==> config.mk <==
export PLATFORM = sky130hd
export DESIGN_NAME = lpc_synthesis
export DESIGN_NICKNAME = d
export VERILOG_FILES = /design/src/rtl/lpc_pkg.sv /design/src/rtl/lpc_synth_mac.sv /design/src/rtl/lpc_synthesis.sv
export SDC_FILE = /design/constraint.sdc
export NUM_CORES = 2
export LEC_CHECK = 0
export ABC_AREA = 1
export ABC_CLOCK_PERIOD_IN_PS = 6700
export BUFFER_PORTS_ARGS = -buffer_cell sky130_fd_sc_hd__buf_2
export CORE_ASPECT_RATIO = 0.5
export CORE_MARGIN = 2
export CORE_UTILIZATION = 30
export CTS_CLUSTER_SIZE = 25
export DETAILED_ROUTE_END_ITERATION = 6
export GPL_TIMING_DRIVEN = 0
export SYNTH_ARGS = -nofsm -noshare
export SYNTH_HDL_FRONTEND = slang
export SYNTH_SLANG_ARGS = --single-unit
export TNS_END_PERCENT = 20
==> constraint.sdc <==
create_clock -name clk -period 6.7 [get_ports clk]
set_input_delay 1.34 -clock clk [delete_from_list [all_inputs] [get_ports clk]]
set_output_delay 1.34 -clock clk [all_outputs]
set_load 0.02 [all_outputs]
==> src/rtl/lpc_pkg.sv <==
// lpc_pkg: shared constants and types for the LPC decoder-side synthesis filter.
//   N_SAMPLES : samples per frame (x/residue address range 0..N_SAMPLES-1)
//   ORDER     : predictor order (number of a[k] coefficients)
//   COEF_FRAC : fractional bits of the signed Q8.24 coefficients
//   ACC_W     : signed multiply-accumulate width
package lpc_pkg;

  localparam int N_SAMPLES = 160;
  localparam int ORDER     = 10;
  localparam int COEF_FRAC = 24;
  localparam int ACC_W     = 48;

  localparam int SAMP_W = 16;
  localparam int COEF_W = 32;

  // Width of the rounded prediction and of the un-saturated output e - p.
  localparam int P_W = ACC_W - COEF_FRAC;
  localparam int Y_W = P_W + 1;

  typedef logic signed [SAMP_W-1:0] sample_t;
  typedef logic signed [COEF_W-1:0] coef_t;

  typedef enum logic [1:0] {
    ST_IDLE,
    ST_LOAD,
    ST_MAC,
    ST_WRITE
  } synth_state_e;

endpackage

==> src/rtl/lpc_synth_mac.sv <==
// lpc_synth_mac: accumulator and output datapath of the synthesis filter.
// Ports:
//   clk, reset   : clock, asynchronous active-low reset
//   clr          : zero the accumulator at the next edge (sample load)
//   mac_en       : add a_r * hist_k to the accumulator at the next edge
//   a_r          : selected coefficient, signed Q8.24
//   hist_k       : history sample paired with a_r
//   e            : current residue sample
//   y_sat        : saturated reconstructed sample e - round(acc)
//   y_ovf        : high when y_sat had to be clipped
module lpc_synth_mac
  import lpc_pkg::*;
(
  input  logic    clk,
  input  logic    reset,
  input  logic    clr,
  input  logic    mac_en,
  input  coef_t   a_r,
  input  sample_t hist_k,
  input  sample_t e,
  output sample_t y_sat,
  output logic    y_ovf
);

  localparam logic signed [ACC_W-1:0] RND   = ACC_W'(1) <<< (COEF_FRAC - 1);
  localparam logic signed [Y_W-1:0]   Y_MAX = Y_W'(32767);
  localparam logic signed [Y_W-1:0]   Y_MIN = Y_W'(-32768);

  logic signed [ACC_W-1:0] acc_q, acc_d;
  logic signed [ACC_W-1:0] prod;
  logic signed [P_W-1:0]   p;
  logic signed [Y_W-1:0]   y;

  always_comb begin
    // 32x16 signed product fits exactly in ACC_W bits.
    prod  = ACC_W'(a_r) * ACC_W'(hist_k);
    acc_d = acc_q;
    if (clr) begin
      acc_d = '0;
    end else if (mac_en) begin
      acc_d = acc_q + prod;
    end
  end

  always_ff @(posedge clk or negedge reset) begin
    if (!reset) begin
      acc_q <= '0;
    end else begin
      acc_q <= acc_d;
    end
  end

  always_comb begin
    // Add half an LSB then arithmetic shift: round half toward +inf.
    p     = P_W'((acc_q + RND) >>> COEF_FRAC);
    y     = Y_W'(e) - Y_W'(p);
    y_ovf = 1'b0;
    y_sat = SAMP_W'(y);
    if (y > Y_MAX) begin
      y_sat = 16'sh7fff;
      y_ovf = 1'b1;
    end else if (y < Y_MIN) begin
      y_sat = 16'sh8000;
      y_ovf = 1'b1;
    end
  end

endmodule

==> src/rtl/lpc_synthesis.sv <==
// lpc_synthesis: all-pole LPC synthesis filter for one 160-sample frame,
// x[n] = e[n] - round(sum_{k=1..10} a[k] * x[n-k]), 12 cycles per sample.
// Ports:
//   clk, reset     : clock, asynchronous active-low reset
//   start, ready   : frame start pulse (accepted only when idle), idle flag
//   residue_raddr  : residue memory address, residue_r: e[n] (comb read)
//   a_rsel         : one-hot coefficient select (bit k-1 -> a[k]), a_r: value
//   x_wen/x_waddr/x_w : output memory write port
//   sat            : sticky saturation flag for the current/last frame
// Build option: define LPC_SYNTH_CARRY_EN to keep the filter history across
// frames (only reset clears it); otherwise each accepted start clears it.
module lpc_synthesis
  import lpc_pkg::*;
(
  input  logic              clk,
  input  logic              reset,
  input  logic              start,
  output logic              ready,
  output logic [7:0]        residue_raddr,
  input  logic [15:0]       residue_r,
  output logic [ORDER-1:0]  a_rsel,
  input  logic [31:0]       a_r,
  output logic              x_wen,
  output logic [7:0]        x_waddr,
  output logic [15:0]       x_w,
  output logic              sat
);

  synth_state_e state_q, state_d;
  logic [7:0]   n_q, n_d;
  logic [3:0]   k_q, k_d;
  sample_t      e_q, e_d;
  logic         sat_q, sat_d;
  sample_t      hist_q [ORDER];
  sample_t      hist_d [ORDER];

  sample_t      y_sat;
  logic         y_ovf;

  lpc_synth_mac u_mac (
    .clk    (clk),
    .reset  (reset),
    .clr    (state_q == ST_LOAD),
    .mac_en (state_q == ST_MAC),
    .a_r    (coef_t'(a_r)),
    .hist_k (hist_q[k_q]),
    .e      (e_q),
    .y_sat  (y_sat),
    .y_ovf  (y_ovf)
  );

  always_comb begin
    state_d = state_q;
    n_d     = n_q;
    k_d     = k_q;
    e_d     = e_q;
    sat_d   = sat_q;
    for (int i = 0; i < ORDER; i++) begin
      hist_d[i] = hist_q[i];
    end

    case (state_q)
      ST_IDLE: begin
        if (start) begin
          state_d = ST_LOAD;
          n_d     = '0;
          sat_d   = 1'b0;
`ifndef LPC_SYNTH_CARRY_EN
          for (int i = 0; i < ORDER; i++) begin
            hist_d[i] = '0;
          end
`endif
        end
      end
      ST_LOAD: begin
        e_d     = sample_t'(residue_r);
        k_d     = '0;
        state_d = ST_MAC;
      end
      ST_MAC: begin
        k_d = k_q + 4'd1;
        if (k_q == 4'(ORDER - 1)) begin
          state_d = ST_WRITE;
        end
      end
      ST_WRITE: begin
        if (y_ovf) begin
          sat_d = 1'b1;
        end
        // Newest sample enters at hist[0]; hist[k] holds x[n-1-k].
        hist_d[0] = y_sat;
        for (int i = 1; i < ORDER; i++) begin
          hist_d[i] = hist_q[i-1];
        end
        // A start seen here is dropped: the block must pass through IDLE.
        if (n_q == 8'(N_SAMPLES - 1)) begin
          state_d = ST_IDLE;
        end else begin
          n_d     = n_q + 8'd1;
          state_d = ST_LOAD;
        end
      end
      default: state_d = ST_IDLE;
    endcase
  end

  always_ff @(posedge clk or negedge reset) begin
    if (!reset) begin
      state_q <= ST_IDLE;
      n_q     <= '0;
      k_q     <= '0;
      e_q     <= '0;
      sat_q   <= 1'b0;
      for (int i = 0; i < ORDER; i++) begin
        hist_q[i] <= '0;
      end
    end else begin
      state_q <= state_d;
      n_q     <= n_d;
      k_q     <= k_d;
      e_q     <= e_d;
      sat_q   <= sat_d;
      for (int i = 0; i < ORDER; i++) begin
        hist_q[i] <= hist_d[i];
      end
    end
  end

  // All outputs decode directly from flops, so reset forces them at once.
  assign ready         = (state_q == ST_IDLE);
  assign residue_raddr = n_q;
  assign a_rsel        = (state_q == ST_MAC) ? (ORDER'(1) << k_q) : '0;
  assign x_wen         = (state_q == ST_WRITE);
  assign x_waddr       = n_q;
  assign x_w           = y_sat;
  assign sat           = sat_q;

endmodule

# Yosys cells after proc, flatten, opt, wreduce, memory -nomap -nowiden
# Cells that the tools add are included.
dict set report classes {
  n_mux 23
  eq_ne 9
  add_sub_neg 5
  reduce_logical 7
  n_shift 1
  n_lt_le_gt_ge 3
  bitwise_logic 1
  n_mul 1
}
# cell n
set ops {}
lappend ops {{$pmux W160 S2} 1}
lappend ops {{$mux W160} 1}
lappend ops {{$mux W48} 2}
lappend ops {{$bmux W16 S4} 1}
lappend ops {{$mux W16} 4}
lappend ops {{$add A48 B25 Y48 const B} 1}
lappend ops {{$add A48 B48 Y48} 1}
lappend ops {{$mul A32 B16 Y48} 1}
lappend ops {{$gt A25 B16 Y1 const B} 1}
lappend ops {{$lt A25 B16 Y1 const B} 1}
lappend ops {{$sub A16 B24 Y25} 1}
lappend ops {{$mux W8} 2}
lappend ops {{$pmux W8 S2} 1}
lappend ops {{$mux W10} 1}
lappend ops {{$shl A1 B4 Y10 const A} 1}
lappend ops {{$add A8 B1 Y8 const B} 1}
lappend ops {{$eq A8 B8 Y1 const B} 1}
lappend ops {{$pmux W2 S4} 1}
lappend ops {{$pmux W4 S2} 1}
lappend ops {{$ne A2 B2 Y1 const B} 3}
lappend ops {{$reduce_and A3 Y1} 2}
lappend ops {{$ge A5 B5 Y1 const B} 1}
lappend ops {{$mux W1} 5}
lappend ops {{$not A4 Y5} 1}
lappend ops {{10 further kinds} 14}
dict set report totals {
  output_inout_bits 45
  regBits 239
  inputBits 51
}

# Logic depth before layout (Yosys ltp)
dict set report depth {
  depth_word 8
  depth_mapped 37
  ltp_nobuf 35
}

# Modules after synthesis
# A second synthesis with hierarchy kept.
dict set report unflattened {
  cells_unflattened 4415
  area_unflattened_um2 33918.8
}
# mod cells_per_inst area_per_inst_um2 instances seq_area_each_um2
set modules_own_cells {}
lappend modules_own_cells {lpc_synth_mac 3216 24213.2 1 1201.2}
lappend modules_own_cells {lpc_synthesis 1199 9705.6 1 4779.6}

# Worst setup path before layout
# Ideal clock, no wire load.
dict set report synth_timing {
  path_kind {reg-to-reg}
  start {register k_q[0]}
  end {register u_mac.acc_q[47]}
  path_stages_with_launch 32
  n_path_buf 4
  required_ns 6.582
  path_slack_ns 0.017
  arrival_ns 6.565
  cell_sequence {dfrtp_1 -> buf_2 -> buf_4 -> buf_2 -> a21oi_1 -> o21ai_0 -> a21oi_1 -> a221o_1 -> buf_2 -> nand2_1 -> fa_1 -> inv_1 -> fa_1 -> inv_1 -> fa_1 -> inv_1 -> fa_1 -> fa_1 -> inv_1 -> fa_1 -> inv_1 -> ha_1 -> a21oi_1 -> inv_1 -> a31oi_1 -> o21ai_0 -> a21oi_1 -> nand3_1 -> a21oi_1 -> nand3_1 -> nand3_1 -> nand2_1}
}
dict set report synth_between {
  elab_chain_len 8
}
# item line_no
set synth_rtl {}
lappend synth_rtl {{start: declaration} lpc_synthesis.sv:31} ;# logic [3:0] k_q, k_d;
lappend synth_rtl {{start signal: assignment} lpc_synthesis.sv:120} ;# k_q <= k_d;
lappend synth_rtl {{$not A4 Y5 (implied by the code)} lpc_synthesis.sv:46} ;# .hist_k (hist_q[k_q]),
lappend synth_rtl {{$bmux W16 S4} lpc_synthesis.sv:46}
lappend synth_rtl {{$mux W16 (implied by the code) (2 in series)} lpc_synthesis.sv:46}
lappend synth_rtl {{$mul A32 B16 Y48} lpc_synth_mac.sv:36} ;# prod = ACC_W'(a_r) * ACC_W'(hist_k);
lappend synth_rtl {{$add A48 B48 Y48} lpc_synth_mac.sv:41} ;# acc_d = acc_q + prod;
lappend synth_rtl {{$mux W48} lpc_synth_mac.sv:40} ;# end else if (mac_en) begin
lappend synth_rtl {{$mux W48} lpc_synth_mac.sv:38} ;# if (clr) begin
lappend synth_rtl {{end signal: assignment} lpc_synth_mac.sv:47} ;# acc_q <= '0;
lappend synth_rtl {{end signal: assignment} lpc_synth_mac.sv:49} ;# acc_q <= acc_d;
lappend synth_rtl {{end: declaration} lpc_synth_mac.sv:29} ;# logic signed [ACC_W-1:0] acc_q, acc_d;
# No other way between the ends. The select of a mux whose other input is x is not followed.
# A chain may end at the register's enable or synchronous reset.

# Worst setup path in the final report
dict set report layout_timing {
  start {register k_q[0]}
  end {register u_mac.acc_q[43]}
}
# The elaborated chain is that of the path after synthesis.

==> summary.md <==
| Metric | Value |
|---|---|
| Outcome | `complete, but fails checks` |
| Violated checks | `negative setup slack` |
| Final core occ | `a little under two fifths` |
| Layout Skew | `around 38 ps` |
| Post-synthesis sequential area ratio | `between 10% and 20%` |
| Die Ht | `roughly 240 um` |
| Cells on worst reg2reg path | `33` |
| Slowest CP cell | `fa_1` |
| Cts hold-fix bufs | `0` |
| # rows | `85` |
| Slew margin rel. | `36.61%` |
| Placed Cells | `5,687` |
| Die Wd | `approximately 470 um` |
| Largest net degree at the start of global routing | `112` |
| HP Class | `reg -> reg` |
| Max incr delay on CP | `550 ps` |
| Setup Viol. Count Final | `36` |
| Die Area | `around 110,000 um2` |
| Area Overhead vs Synth | `21.62%` |
| Slew Limit Fails | `0` |
| Vias/cell | `4.844` |
| Worst reg2reg setup slack | `-500 ps` |
| Number of flops mapped to enable cells by yosys | `0` |
| WL final | `109.7 mm` |
| Cts bufs inserted | `28` |
| Drt drc | `0` |
| Mapped Nets | `just under 5,000` |
| Ys Warns | `0` |
| Worst-Margin Slew | `between 900 and 1000 ps` |
| Fillers | `10,977` |
| Min-Delay Endpoint | `hist_q[15]` |
| CP startpoint kind | `flip-flop` |
| Io pins | `96` |
| Root buffer cell | `clkbuf_16` |
| Global-route wire length before repair | `~170 mm` |
| Syn_area_per_cell | `7.939 um2` |
| CTS tree | `yes` |
| WL/cell | `~19 um` |
| Final Critical Period | `~7200 ps` |
| CP top delay family | `adder cells` |
| Mapped Cells | `slightly above 4,000` |
| Final ANT Viol Nets | `0` |
| Core Area | `roughly 110,000 um2` |
| RSZ-0062 raised after global routing | `true` |
| CP arrival | `approximately 7700 ps` |
| Clock transition at path regs | `approximately 60 ps` |
| Prevailing post-synth register cell | `dfrtp_1` |
| CP required | `7150 ps` |
| Fin crit share | `107.5%` |
| Crit Path Class | `reg -> reg` |
| CP dominant cell by count | `fa_1` |
| Nets | `~5,200` |
| Endpoints failing hold | `0` |
| Drt pass-1 iters | `5` |
| Worst Hold Depth | `2` |
| DR vias | `between 20,000 and 30,000` |
| Yosys reg bits | `between 200 and 250` |
| Hold path startpoint | `hist_q[15]` |
| Max clock buf depth | `3` |
| DP Area | `about 35,000 um2` |
| Setup_tns | `-11,270 ps` |
| CP Buf/Inv Count | `12` |
| Remaining global-route overflow | `0` |
| Crit-path max FO | `10` |
| Final Wtd Congestion | `roughly 0.94` |
| Share of cells above drive strength 1 | `between 20% and 30%` |
| Dpl hpwl | `~90 mm` |
| DR iter-0 viols | `~2,300` |
| Critical Path End Type | `flip-flop` |
| Finished Layout Cells | `between 5,000 and 6,000` |
| Unique masters post-synth | `51` |
| Initial Util | `a little under a third` |
| Reg-to-Reg Start | `k_q[0]` |
| Total GRT Usage | `19.17%` |
| Post-synthesis cell area | `about 33,000 um2` |
| Clock sink count | `239` |
| Fraction of registers with async set/reset | `100.0%` |
| Vias in the first global route | `between 20,000 and 30,000` |
| Final WS setup | `-502.9 ps` |
| CTS H-Tree Depth | `1` |
| FF-to-FF End | `u_mac.acc_q[43]` |
| Antenna violations before repair | `3` |
| Worst-skew pair later-pin latency | `580 ps` |
| Max Clk Rate | `between 100 and 150 MHz` |
| Port buffer count | `95` |
| Max Cap Viol | `0` |
| Post-route cell area | `40,120 um2` |
## worst min-delay path, stage by stage, from the launching register on
cell and delay (ps):
dfrtp_1 340, nand2_1 50, o21ai_0 60
## cells in the final DEF, fill, tap and decap left out, types with 30 or more instances in the layout
cell | netlist | final
a21oi_1 | 166 | 110
ha_4 | 0 | 33
inv_2 | 11 | 93
nand2_1 | 896 | 836
clkbuf_1 | 90 | 80
nand3_1 | 68 | 51
clkbuf_16 | 0 | 36
nor2_2 | 9 | 30
ha_1 | 166 | 130
fa_1 | 533 | 491
buf_2 | 60 | 105
a21oi_2 | 0 | 42
o21ai_1 | 12 | 60
fa_2 | 0 | 42
o22ai_1 | 134 | 134
dfrtp_1 | 239 | 233
inv_1 | 1143 | 1058
xor2_1 | 39 | 39
or2_2 | 36 | 33
buf_4 | 10 | 125
nand2_2 | 31 | 71
o21ai_0 | 188 | 107
nor2_1 | 127 | 80
## per-layer routing
metal	share of wire, %	vias up	routed length (um)	GRT usage [%]
li1	-	12936	-	-
met1	44	14326	47940	26.70
met2	45	1031	49580	30.24
met3	7.7	159	8411	3.228
met4	3.4	0	3771	6.409
met5	0	-	0	0
## cell families (layout without fill, tap and decap cells)
family / count (synthesis) / after routing / share of synthesized area [%]
and+or+nand+nor: 1244 / 1244 / 15.74
xor gates and xnor gates: 53 / 53 / 1.407
AOI/OAI and AO/OA: 584 / 584 / 10.13
muxes: 15 / 15 / 0.5120
DFF: 239 / 239 / 18.13
adders and majority gates: 699 / 699 / 38.64
other: 0 / 1 / 0
buffers and inverters: 1321 / 1604 / 15.44
## cells in the mapped netlist, types with 3 or more instances
library cell	number	area, um2
clkbuf_1	90	337.8
inv_2	11	41.29
o21a_1	4	30.03
buf_4	10	75.07
a21o_1	11	82.58
inv_1	1143	4290
nand3_1	68	340.3
and3_1	6	37.54
fa_1	533	10670
nor4_1	3	18.77
nor3_2	6	60.06
nand2_2	31	193.9
a22o_1	5	43.79
a221o_1	14	140.1
a21oi_1	166	830.8
buf_1	4	15.01
nor2_2	9	56.30
mux2_2	15	168.9
dfrtp_1	239	5981
xor2_1	39	341.6
xnor2_1	14	122.6
nand4_1	22	137.6
nor3b_1	4	30.03
nand3_2	4	40.04
o21ai_0	188	940.9
a32o_1	4	40.04
or2_2	36	225.2
buf_2	60	300.3
nand4_2	3	37.54
ha_1	166	2077
o22ai_1	134	838.3
o21bai_1	14	105.1
o31ai_1	8	60.06
a31oi_1	18	112.6
nand2_1	896	3363
nor2_1	127	476.7
nor3_1	19	95.09
o21ai_1	12	60.06
## final cells by class
cell class	instances	area (um2)	area share (%)
buffer	163	1260	3.140
clock inverter	8	71.32	0.1778
inverter	1155	4348	10.84
antenna	1	2.502	0.006237
sequential	239	5988	14.93
timing repair buffer	237	1933	4.818
multi-input combinational	2595	23880	59.52
tap	1435	1795	4.475
clock buffer	41	840.8	2.096
## metrics by stage
| step | setup WS [ps] | hold WS, ps |
|---|---|---|
| after global routing | -665.8 | 500.0 |
| final | -502.9 | 487.2 |
| after detailed placement | -2212 | 476.0 |
| after CTS | -428.2 | 491.4 |
| after floorplan | 16.65 | 453.4 |
| after global placement | -2155 | 466.8 |
## state kept, by name, summed over array words and instances, names as in the netlist
signal / cells
residue_raddr: 8
state_q: 2
sat: 1
hist_q: 160
e_q: 16
u_mac.acc_q: 48
k_q: 4
## worst max-delay path by stage
stage | from | end | slack [ps] | cells past startpoint
6_report | k_q[0] | u_mac.acc_q[43] | -500 | 33
5_1_grt | k_q[0] | u_mac.acc_q[43] | -670 | 33
4_1_cts | k_q[0] | u_mac.acc_q[41] | -430 | 30
3_5_place_dp | k_q[3] | u_mac.acc_q[47] | -2210 | 30
3_3_place_gp | k_q[3] | u_mac.acc_q[40] | -2150 | 29
2_1_floorplan | k_q[0] | u_mac.acc_q[47] | 20 | 31
## repair_timing
item	CTS	global route
endpoints found under the setup margin	40	52
endpoints found under the hold margin	0	0
cloned	1	8
gates resized for setup	403	419
pin swaps	87	227
buffers inserted	59	73
Power is not shown: default switching activity piles up to over one toggle a cycle in this logic, so the estimate is an artifact.
